## config.mk

```make
export PLATFORM = sky130hd
export DESIGN_NAME = buffer_lru_dump
export DESIGN_NICKNAME = d
export VERILOG_FILES = /design/src/rtl/buffer_lru_dump.sv
export SDC_FILE = /design/constraint.sdc
export NUM_CORES = 1
export LEC_CHECK = 0
export BUFFER_PORTS_ARGS = -buffer_cell sky130_fd_sc_hd__buf_2
export CORE_ASPECT_RATIO = 0.8
export CORE_MARGIN = 8
export CORE_UTILIZATION = 49
export DETAILED_ROUTE_END_ITERATION = 8
export PLACE_DENSITY = 0.74
export SYNTH_ARGS = -nofsm -noshare
export SYNTH_HDL_FRONTEND = slang
export SYNTH_SLANG_ARGS = --single-unit
```

## constraint.sdc

```tcl
create_clock -name clk_i -period 2.47 [get_ports clk_i]
set_clock_uncertainty 0.15 [all_clocks]
set_input_delay 0.1235 -clock clk_i [delete_from_list [all_inputs] [get_ports clk_i]]
set_output_delay 0.1235 -clock clk_i [all_outputs]
set_load 0.01 [all_outputs]
```

## src/rtl/buffer_lru_dump.sv

```systemverilog
// Snapshots the LRU buffer array on start_i and streams emittable slots as (idx, data, last) words.
// Latency: first word one cycle after start if slot 0 is emittable; done_o pulses one cycle after the last handshake.
// Backpressure: valid/ready; the word holds stable until accepted, with no combinational path from ready_i.
module buffer_lru_dump #(
    parameter int  WIDTH     = 16,
    parameter int  BUF_SIZE  = 8,
    parameter bit  SKIP_ZERO = 1'b1,
    localparam int IW        = $clog2(BUF_SIZE),
    localparam int CW        = $clog2(BUF_SIZE + 1)
) (
    input  logic                               clk_i,
    input  logic                               rst_i,
    input  logic                               start_i,
    input  logic [BUF_SIZE-1:0][WIDTH-1:0]     buf_array_i,
    output logic                               valid_o,
    input  logic                               ready_i,
    output logic [WIDTH-1:0]                   data_o,
    output logic [IW-1:0]                      idx_o,
    output logic                               last_o,
    output logic                               busy_o,
    output logic                               done_o,
    output logic [CW-1:0]                      count_o
);

    typedef enum logic [1:0] {IDLE, SCAN, DONE} state_t;

    state_t                         state;
    state_t                         state_nxt;
    logic [BUF_SIZE-1:0][WIDTH-1:0] snap;
    logic [IW-1:0]                  ptr;
    logic [CW-1:0]                  count_q;
    logic [BUF_SIZE-1:0]            emit;
    logic                           pending;
    logic                           above;
    logic                           cur_emit;
    logic                           fire;

    // pending: something emittable at or past ptr; above: strictly past ptr (drives last_o)
    always_comb begin
        emit    = '0;
        pending = 1'b0;
        above   = 1'b0;
        for (int i = 0; i < BUF_SIZE; i++) begin
            emit[i] = !SKIP_ZERO || (snap[i] != '0);
            if (emit[i] && (IW'(i) >= ptr)) pending = 1'b1;
            if (emit[i] && (IW'(i) >  ptr)) above   = 1'b1;
        end
    end

    assign cur_emit = emit[ptr];
    assign fire     = (state == SCAN) && cur_emit && ready_i;
    assign count_o  = count_q;

    always_ff @(posedge clk_i) begin
        if (!rst_i) begin
            state <= IDLE;
        end else begin
            state <= state_nxt;
        end
    end

    always_comb begin
        state_nxt = state;
        case (state)
            IDLE: if (start_i) state_nxt = SCAN;
            SCAN: begin
                if (!pending)            state_nxt = DONE;
                else if (fire && !above) state_nxt = DONE;
            end
            DONE: state_nxt = IDLE;
            default: state_nxt = IDLE;
        endcase
    end

    always_comb begin
        valid_o = 1'b0;
        last_o  = 1'b0;
        data_o  = '0;
        idx_o   = '0;
        busy_o  = 1'b0;
        done_o  = 1'b0;
        case (state)
            SCAN: begin
                busy_o  = 1'b1;
                valid_o = cur_emit;
                last_o  = cur_emit && !above;
                if (cur_emit) begin
                    data_o = snap[ptr];
                    idx_o  = ptr;
                end
            end
            DONE: begin
                busy_o = 1'b1;
                done_o = 1'b1;
            end
            default: ;
        endcase
    end

    // ptr never advances past the top slot: a skip there leaves nothing pending, and a non-last word implies a higher slot
    always_ff @(posedge clk_i) begin
        if (!rst_i) begin
            snap    <= '0;
            ptr     <= '0;
            count_q <= '0;
        end else begin
            case (state)
                IDLE: begin
                    if (start_i) begin
                        snap    <= buf_array_i;
                        ptr     <= '0;
                        count_q <= '0;
                    end
                end
                SCAN: begin
                    if (pending) begin
                        if (!cur_emit) begin
                            ptr <= ptr + IW'(1);
                        end else if (fire) begin
                            count_q <= count_q + CW'(1);
                            if (above) ptr <= ptr + IW'(1);
                        end
                    end
                end
                default: ;
            endcase
        end
    end

endmodule
```

==> results.py, run 1 <==
metrics = {
    "outcome": {
        "outcome": "complete, but fails checks",
        "violations": "setup timing",
    },
    "cells_and_area": {
        "fin_nets": 1324,
        "mostFrequentLayoutCell": "nand2_1",
        "fillers": 816,
        "fin_util_pct": 80.0,
        "seqCellArea_sq_um": 2810,
        "layout-area-overhead-vs-synth_pct": 60.0,
        "final_area_sq_um": 10800,
        "drive_gt1_share_pct": 34.3,
        "mostFrequentLayoutCells": "nand2_1, buf_2, dlygate4sd3_1",
        "multiInputGateArea_sq_um": 4240,
    },
    "clock_network": {
        "clkSlewWorstSetupHoldPaths_ns": 0.06,
        "clk_latency_ns": 0.43,
        "clockBufferDepth": 2,
        "cts_buffers": 17,
        "cts.sinks": 137,
        "h-tree-depth": 4,
        "cts_root_buf": "clkbuf_16",
        "cts_tree": "built",
    },
    "global_routing": {
        "antenna_found_initial": 2,
        "grt_overflow_total": 0,
        "grt_max_degree": 83,
        "grt_pass1_vias": 7759,
        "grt_first_pass_wirelength_mm": 42.8,
        "grt_usage_pct": 30.6,
    },
    "detailed_routing": {
        "drcViolationCount": 0,
        "viasPerCell": 5.79,
        "ant_nets": 0,
        "dr.pass1.iters": 5,
        "via_count": 7966,
        "wire_per_inst_um": 21.1,
        "drt_wl_total_mm": 29.0,
        "drt_iter0_markers": 904,
    },
    "worst_hold_path": {
        "hold_path_class": "in2reg",
    },
    "power": {
        "power.density_nw_per_um2": 838,
        "clockPowerShare_pct": 27.3,
        "switching_share_pct": 37.4,
        "p_int_mw": 5.69,
        "p_comb_share_pct": 38.9,
        "irDropWorstVdd_uv": 659,
        "p_sw_mw": 3.39,
        "sequentialPowerShare_pct": 33.8,
        "p_leak_nw": 4.34,
    },
    "logic_synthesis": {
        "ys_seq_elements": 137,
        "synthCells": 841,
        "synth-edff-count": 0,
        "async_reset_ff_share_pct": 0,
        "yosysUniqueCellTypes": 51,
        "ys.flop_type": "dfxtp_1",
        "syn_area_per_cell_sq_um": 8.05,
        "synthesis.nets": 982,
        "netlist_area_sq_um": 6770,
        "ys_seq_area_share_pct": 40.5,
        "yosysWarnings": 0,
    },
    "timing": {
        "slew_violations": 0,
        "setup_viol": 27,
        "hold_viol": 0,
        "fin_crit_ns": 2.77,
        "grt_setup_unrepaired": "yes",
        "worstMarginPinSlew_ns": 0.585,
        "finalWorstSetupSlack_ns": -0.303,
        "fmax_mhz": 361,
        "fin_crit_sh_pct": 112,
        "relSlewSlack_pct": 61.0,
    },
    "place": {
        "gp_congestion": 0.961,
        "port_buffers": 158,
        "place_hpwl_mm": 18.6,
        "place_area_sq_um": 8280,
    },
    "die": {
        "die_h_um": 121,
        "start_util_pct": 50.0,
        "core-area_sq_um": 13600,
        "die_x_um": 147,
        "placementRows": 38,
        "io_pins": 159,
        "die_area_sq_um": 17900,
    },
    "worst_setup_path": {
        "path_class": "reg2out",
        "required_ns": 2.20,
        "worstPathCellList": "nor4_2 -> nand4_1 -> a222oi_1 -> o2111ai_2 -> nor2_2 -> buf_2",
        "slowest_delay_ns": 0.47,
        "critPathMaxFanout": 3,
        "arrival_ns": 2.50,
        "cp-end-kind": "output pin",
        "critPathSlowestCell": "a222oi_1",
        "cp-start-kind": "register",
    },
    "job": {
        "maxCapViolCount": 0,
    },
}
-- sequential cells by signal, indices dropped and copies added, names as in the netlist --
name     count
state        2
count_o      4
ptr          3
snap       128
-- cells in the mapped netlist, drive strengths merged, types with 2 or more instances --
cell type,instances,area share (%)
dfxtp,137,40
nor2b,2,0.18
and2,3,0.28
nor2,18,1.0
nand4,11,1.0
a41oi,3,0.39
nor4,32,3.0
a22o,3,0.39
nand2,281,16
a221oi,3,0.39
nand4b,3,0.39
a211oi,5,0.63
nor3,2,0.15
clkbuf,52,2.9
o21a,3,0.33
o221ai,5,0.65
a21oi,20,1.6
a2111oi,6,0.87
o211ai,4,0.44
nand3,10,0.74
mux2i,17,2.5
mux4,6,2.0
o32ai,4,0.52
a21boi,128,14
buf,9,0.83
ha,9,1.7
or2,2,0.18
o31ai,2,0.42
mux2,10,1.7
o22ai,26,2.4
inv,10,0.55
o21ai,5,0.42
-- power by group through the flow --
stage	Sequential (mW)	Clock [mW]	Combinational, mW
after floorplan	2.84	0	1.61
final	3.07	2.48	3.53
after global routing	3.09	2.60	3.76
after detailed placement	2.97	0	2.71
after global placement	2.96	0	2.68
after CTS	2.97	2.47	3.15
-- final timing paths --
check / startpoint / end / slack [ns] / depth (start not counted)
setup / recovery: snap[106] / last_o / -0.30 / 6
hold / removal: rst_i / count_o[3] / 0.05 / 3
setup reg to reg: snap[106] / state[0] / -0.26 / 8
hold reg to reg: snap[79] / snap[79] / 0.34 / 2
-- final cells by class --
class,instances,share of cell area (%)
diodes,2,0.0462
clock buffers,19,4.18
clock inverters,12,1.09
inverters,10,0.346
multi-input cells,633,39.1
flip-flops and latches,137,25.9
well taps,180,2.08
repair buffers,384,27.2
-- timing repair --
item | in CTS | in global routing
resized for setup | 79 | 65
hold buffers | 129 | 0
setup buffers | 8 | 8
setup endpoints to repair | 24 | 29
gates cloned | 1 | 0
hold endpoints to repair | 131 | 0
pin swaps | 15 | 23
-- cell families after synthesis --
kind of cell,Yosys count,synth area share [%]
buffers and inverters,71,4.27
DFF,137,40.5
adders and majority gates,9,1.66
AOI/OAI and AO/OA,223,24.5
muxes,33,6.17
and+or+nand+nor,368,22.9
-- per-layer routing --
metal	global-route usage, %	part of all wire [%]
met1	37.0	40
met2	49.9	47
met3	9.62	9.7
met4	12.3	3.2
met5	0	0
-- worst max-delay path, delay by kind of cell (launching register included) --
family	cells	cell delay [ns]
AO/OA/AOI/OAI	2	0.71
buffers and inverters	1	0.16
AND/OR/NAND/NOR	3	0.86
flip-flops	1	0.34
-- through the flow --
stage	hold slack, ns	power [mW]	instances	setup WS, ns	TNS, ns
3_5_place_dp	0.232	5.68	1205	-0.0398	-0.113
6_report	0.0485	9.08	1377	-0.303	-5.09
3_3_place_gp	0.226	5.64	1205	-0.0105	-0.0105
5_1_grt	0.0706	9.45	1377	-0.467	-8.79
4_1_cts	0.0498	8.59	1367	-0.133	-1.32
2_1_floorplan	0.118	4.45	841	0.0979	0
Note: power is estimated with default switching activity, not from simulation.
==> inputs of run 2 (changes only) <==
--- a/config.mk
+++ b/config.mk
@@ -5,12 +5,13 @@
 export SDC_FILE = /design/constraint.sdc
 export NUM_CORES = 1
 export LEC_CHECK = 0
+export ABC_AREA = 1
 export BUFFER_PORTS_ARGS = -buffer_cell sky130_fd_sc_hd__buf_2
 export CORE_ASPECT_RATIO = 0.8
 export CORE_MARGIN = 8
-export CORE_UTILIZATION = 49
+export CORE_UTILIZATION = 48
 export DETAILED_ROUTE_END_ITERATION = 8
-export PLACE_DENSITY = 0.74
+export PLACE_DENSITY = 0.73
 export SYNTH_ARGS = -nofsm -noshare
 export SYNTH_HDL_FRONTEND = slang
 export SYNTH_SLANG_ARGS = --single-unit
==> results.py, run 2 <==
metrics = {
    "outcome": {
        "outcome": "completed",
    },
    "worst_setup_path": {
        "required_ns": 2.20,
        "arrival_ns": 2.15,
        "worstPathCellList": "inv_2 -> nand2_4 -> nor2_4 -> clkinvlp_4 -> buf_4 -> o22ai_1 -> nor2_1 -> o21ai_0 -> nor4_1 -> buf_2",
        "cp-start-kind": "register",
        "critPathMaxFanout": 8,
        "cp-end-kind": "output pin",
        "path_class": "reg2out",
        "slowest_delay_ns": 0.39,
        "critPathSlowestCell": "dfxtp_4",
    },
    "logic_synthesis": {
        "ys_seq_elements": 137,
        "synth-edff-count": 0,
        "syn_area_per_cell_sq_um": 6.70,
        "yosysUniqueCellTypes": 34,
        "synth_compound_area_share_pct": 18.1,
        "synthSimpleGateAreaFrac_pct": 32.0,
        "netlist_area_sq_um": 6470,
        "ys_seq_area_share_pct": 42.4,
        "synthesis.nets": 1107,
        "yosysWarnings": 0,
        "yosysMostFrequentCell": "nor2_1",
        "synthCells": 966,
        "yosysTopAreaCell": "dfxtp_1",
        "synth_top_family_by_area": "simple AND/OR/NAND/NOR gates",
        "synth_top_area_share_pct": 42.4,
        "ys.flop_type": "dfxtp_1",
        "synthMuxAreaShare_pct": 0,
        "ys_top_cells_by_area": "dfxtp_1, nor2_1, o21ai_0, nand2_1, o22ai_1",
        "synthTopCellsByCount": "nor2_1, dfxtp_1, o21ai_0",
        "synthXorXnorAreaFrac_pct": 0,
        "async_reset_ff_share_pct": 0,
        "synth_adder_area_share_pct": 1.74,
    },
    "clock_network": {
        "cts_tree": "built",
        "clk_latency_ns": 0.42,
        "cts_buffers": 17,
        "clockBufferDepth": 2,
        "cts.sinks": 137,
        "h-tree-depth": 4,
        "clkSlewWorstSetupHoldPaths_ns": 0.06,
        "cts_root_buf": "clkbuf_16",
    },
    "timing": {
        "slew_violations": 0,
        "fmax_mhz": 413,
        "setup_viol": 0,
        "fin_crit_sh_pct": 98.1,
        "worstMarginPinSlew_ns": 0.438,
        "tns_ns": 0,
        "fin_crit_ns": 2.42,
        "hold_viol": 0,
        "relSlewSlack_pct": 70.8,
        "grt_setup_unrepaired": "yes",
    },
    "global_routing": {
        "antenna_found_initial": 1,
        "grt_overflow_total": 0,
        "grt_pass1_vias": 7308,
        "grt_usage_pct": 28.8,
        "grt_first_pass_wirelength_mm": 40.1,
        "grt_max_degree": 138,
    },
    "power": {
        "power.density_nw_per_um2": 1080,
        "p_leak_nw": 4.32,
        "irDropWorstVdd_uv": 589,
        "power_mw": 10.2,
    },
    "detailed_routing": {
        "via_count": 7680,
        "drt_iter0_markers": 720,
        "ant_nets": 0,
        "dr.pass1.iters": 5,
        "viasPerCell": 5.34,
        "drcViolationCount": 0,
        "drt_wl_total_mm": 25.4,
        "wire_per_inst_um": 17.7,
    },
    "cells_and_area": {
        "fin_nets": 1385,
        "final_area_sq_um": 9510,
        "mostFrequentLayoutCell": "nor2_1",
        "fin_util_pct": 71.1,
        "mostFrequentLayoutCells": "nor2_1, buf_2, o21ai_0",
        "top_register": "snap",
        "largest_reg_flops": 128,
        "layout-area-overhead-vs-synth_pct": 46.9,
        "drive_gt1_share_pct": 20.4,
    },
    "die": {
        "start_util_pct": 48.4,
        "die_area_sq_um": 17500,
        "core-area_sq_um": 13400,
        "die_x_um": 146,
        "placementRows": 38,
        "die_h_um": 120,
        "io_pins": 159,
    },
    "worst_hold_path": {
        "hold_path_class": "in2reg",
    },
    "job": {
        "maxCapViolCount": 0,
    },
    "place": {
        "place_area_sq_um": 7450,
        "gp_congestion": 0.986,
        "place_hpwl_mm": 17.1,
        "port_buffers": 158,
    },
}
## run 2: stage by stage
stage | instances | hold slack, ns | setup slack (ns)
floorplan | 966 | 0.140 | 0.489
global placement | 1265 | 0.226 | 0.161
detailed placement | 1265 | 0.231 | 0.133
CTS | 1429 | 0.0966 | 0.00396
global route | 1438 | 0.152 | -0.0337
finish | 1438 | 0.127 | 0.0468
## run 2: cell type report
class / instances / area, sq um
Fill cell: 1054 / 3850
Multi-Input combinational cell: 734 / 3430
Sequential cell: 137 / 2750
Timing Repair Buffer: 314 / 2350
Clock buffer: 19 / 433
Tap cell: 180 / 225
Inverter: 40 / 171
Clock inverter: 13 / 143
Antenna cell: 1 / 2.50
## run 2: final timing paths
| kind | endpoint | start | slack, ns | cells after the start |
|---|---|---|---|---|
| setup / recovery | data_o[11] | ptr[1] | 0.05 | 10 |
| hold / removal | snap[99] | rst_i | 0.13 | 4 |
| setup reg to reg | ptr[0] | ptr[0] | 0.36 | 15 |
| hold reg to reg | snap[54] | snap[54] | 0.33 | 2 |
## run 2: per-layer routing
metal | part of all wire (%) | vias to the layer above | global-route usage [%] | wire length [um]
met3 | 10 | 59 | 8.39 | 2580
met2 | 44 | 412 | 44.5 | 11200
li1 | - | 3729 | - | -
met5 | 0 | - | 1.11 | 0
met1 | 43 | 3480 | 37.5 | 11000
met4 | 2.7 | 0 | 10.8 | 676
## run 2: worst max-delay path: cells and delay by family (launching register included)
kind	cells	cell delay, ns
flops	1	0.39
buf+inv	4	0.64
simple gates	4	0.38
compound gates	2	0.31
## run 2: what timing repair did
item,CTS,global route
endpoints found under the setup margin,20,19
gates resized for setup,7,21
pin swaps,0,4
buffers inserted,2,8
hold buffers,130,0
hold endpoints to repair,129,0
## run 2: cell families after synthesis
family,count (synthesis)
simple gates,515
compound gates,210
flops,137
buf+inv,95
fa+ha+maj,9
## run 2: where the power goes
part,leakage (nW),internal [mW],switching [mW],total (mW)
Sequential,1.14,2.88,0.838,3.72
Clock,0.278,1.49,0.997,2.49
Combinational,2.90,1.61,2.42,4.03
==> inputs of run 3 (changes only) <==
--- a/config.mk
+++ b/config.mk
@@ -8,7 +8,6 @@
 export ABC_AREA = 1
 export BUFFER_PORTS_ARGS = -buffer_cell sky130_fd_sc_hd__buf_2
 export CORE_ASPECT_RATIO = 0.8
-export CORE_MARGIN = 8
 export CORE_UTILIZATION = 48
 export DETAILED_ROUTE_END_ITERATION = 8
 export PLACE_DENSITY = 0.73
==> results.py, run 3 (synthesized netlist as in run 2, its figures left out) <==
metrics = {
    "worst_hold_path": {
        "min_from": "rst_i",
        "hold_path_class": "in2reg",
    },
    "timing": {
        "fmax_mhz": 411,
        "fin_crit_sh_pct": 98.5,
        "hold_viol": 0,
        "whs_ns": 0.0299,
        "slew_violations": 0,
        "relSlewSlack_pct": 66.6,
        "grt_setup_unrepaired": "yes",
        "setup_viol": 0,
        "worstMarginPinSlew_ns": 0.501,
        "fin_crit_ns": 2.43,
        "tns_ns": 0,
    },
    "clock_network": {
        "h-tree-depth": 4,
        "cts_root_buf": "clkbuf_16",
        "cts.sinks": 137,
        "cts_buffers": 17,
        "clkSlewWorstSetupHoldPaths_ns": 0.06,
        "cts_tree": "built",
        "clockBufferDepth": 2,
        "clk_latency_ns": 0.42,
    },
    "die": {
        "start_util_pct": 49.7,
        "placementRows": 37,
        "die_h_um": 106,
        "core-area_sq_um": 13000,
        "die_x_um": 132,
        "die_area_sq_um": 14000,
        "io_pins": 159,
    },
    "worst_setup_path": {
        "slowest_delay_ns": 0.55,
        "worstPathCellList": "buf_4 -> nand3_2 -> buf_12 -> o22ai_1 -> or4_4 -> nor2_1 -> buf_2",
        "path_buf_inv": 3,
        "critPathSlowestCell": "or4_4",
        "reg2reg_from": "state[0]",
        "arrival_ns": 2.16,
        "crit_family": "simple AND/OR/NAND/NOR gates",
        "critPathMaxFanout": 12,
        "cp-start-kind": "register",
        "required_ns": 2.20,
        "path_class": "reg2out",
        "crit_start": "ptr[0]",
        "cp-end-kind": "output pin",
    },
    "power": {
        "power.density_nw_per_um2": 1070,
        "irDropWorstVdd_uv": 556,
        "p_leak_nw": 4.38,
    },
    "cells_and_area": {
        "layout-area-overhead-vs-synth_pct": 49.1,
        "fin_nets": 1401,
        "diodes": 0,
        "drive_gt1_share_pct": 20.4,
        "mostFrequentLayoutCell": "nor2_1",
        "top_register": "snap",
        "largest_reg_flops": 128,
        "mostFrequentLayoutCells": "nor2_1, buf_2, dlygate4sd3_1",
    },
    "detailed_routing": {
        "drt_wl_total_mm": 25.2,
        "drt_iter0_markers": 810,
        "wire_per_inst_um": 17.4,
        "drcViolationCount": 0,
        "ant_nets": 0,
        "via_count": 7837,
        "dr.pass1.iters": 6,
        "viasPerCell": 5.41,
    },
    "global_routing": {
        "antenna_found_initial": 0,
        "grt_first_pass_wirelength_mm": 39.1,
        "grt_max_degree": 70,
        "grt_pass1_vias": 7540,
        "grt_usage_pct": 36.5,
        "grt_overflow_total": 0,
    },
    "outcome": {
        "outcome": "completed",
    },
    "place": {
        "place_hpwl_mm": 16.0,
        "gp_congestion": 1.02,
        "port_buffers": 158,
    },
    "job": {
        "maxCapViolCount": 0,
    },
}
[run 3: cell count changes in the layout (fill, tap and decap cells not counted), sizes merged]
| cell | before | now |
|---|---|---|
| clkinv | 8 | 5 |
| clkbuf | 19 | 20 |
| inv | 39 | 43 |
| clkinvlp | 4 | 2 |
| buf | 184 | 187 |
| diode | 1 | 0 |
| dlygate4sd3 | 130 | 143 |
[run 3: final timing paths]
check                            endpoint  slack, ns  cells after the start
worst max register to register   snap[81]       0.19                      7
worst min-delay path             snap[51]       0.03                      3
worst min register to register   snap[54]       0.33                      2
worst max-delay path            data_o[5]       0.04                      7
[run 3: where the power goes]
group          switching (mW)  internal [mW]
clock network            1.03           1.53
logic                    2.47           1.65
registers               0.808           2.88
total                    4.31           6.06
[run 3: routing by layer]
metal | GRT usage (%) | up-vias | share of wire [%]
li1 | - | 3768 | -
met1 | 46.9 | 3572 | 42
met2 | 59.4 | 421 | 46
met3 | 8.42 | 76 | 9.1
met4 | 14.2 | 0 | 2.8
met5 | 0 | - | 0
[run 3: cell type report]
class	instances	area, sq um
Clock inverter	12	140
Fill cell	1002	3360
Tap cell	175	219
Multi-Input combinational cell	734	3420
Sequential cell	137	2750
Timing Repair Buffer	330	2510
Inverter	40	156
Clock buffer	20	447
[run 3: repair_timing]
action / CTS / global route
resized for setup: 10 / 15
cloned: 0 / 1
endpoints found under the hold margin: 129 / 0
setup buffers: 0 / 9
hold buffers: 143 / 0
endpoints found under the setup margin: 20 / 23
pin swaps: 0 / 1
[run 3: stage by stage]
step | setup slack (ns) | power, mW | cells | utilization (%) | instance area [sq um]
after floorplan | 0.489 | 5.99 | 966 | - | 6470
after detailed placement | 0.276 | 7.30 | 1263 | 57.5 | 7480
after global routing | -0.0349 | 11.0 | 1448 | 74.1 | 9640
after CTS | 0.0273 | 10.1 | 1438 | 73.1 | 9520
final | 0.0366 | 10.4 | 1448 | 74.1 | 9640
after global placement | 0.290 | 7.25 | 1263 | 57.5 | 7480
[run 3: worst min-delay path, cell delays in order]
cell and delay, ns:
buf_2 0.22, o21ai_0 0.16, nor2_1 0.05
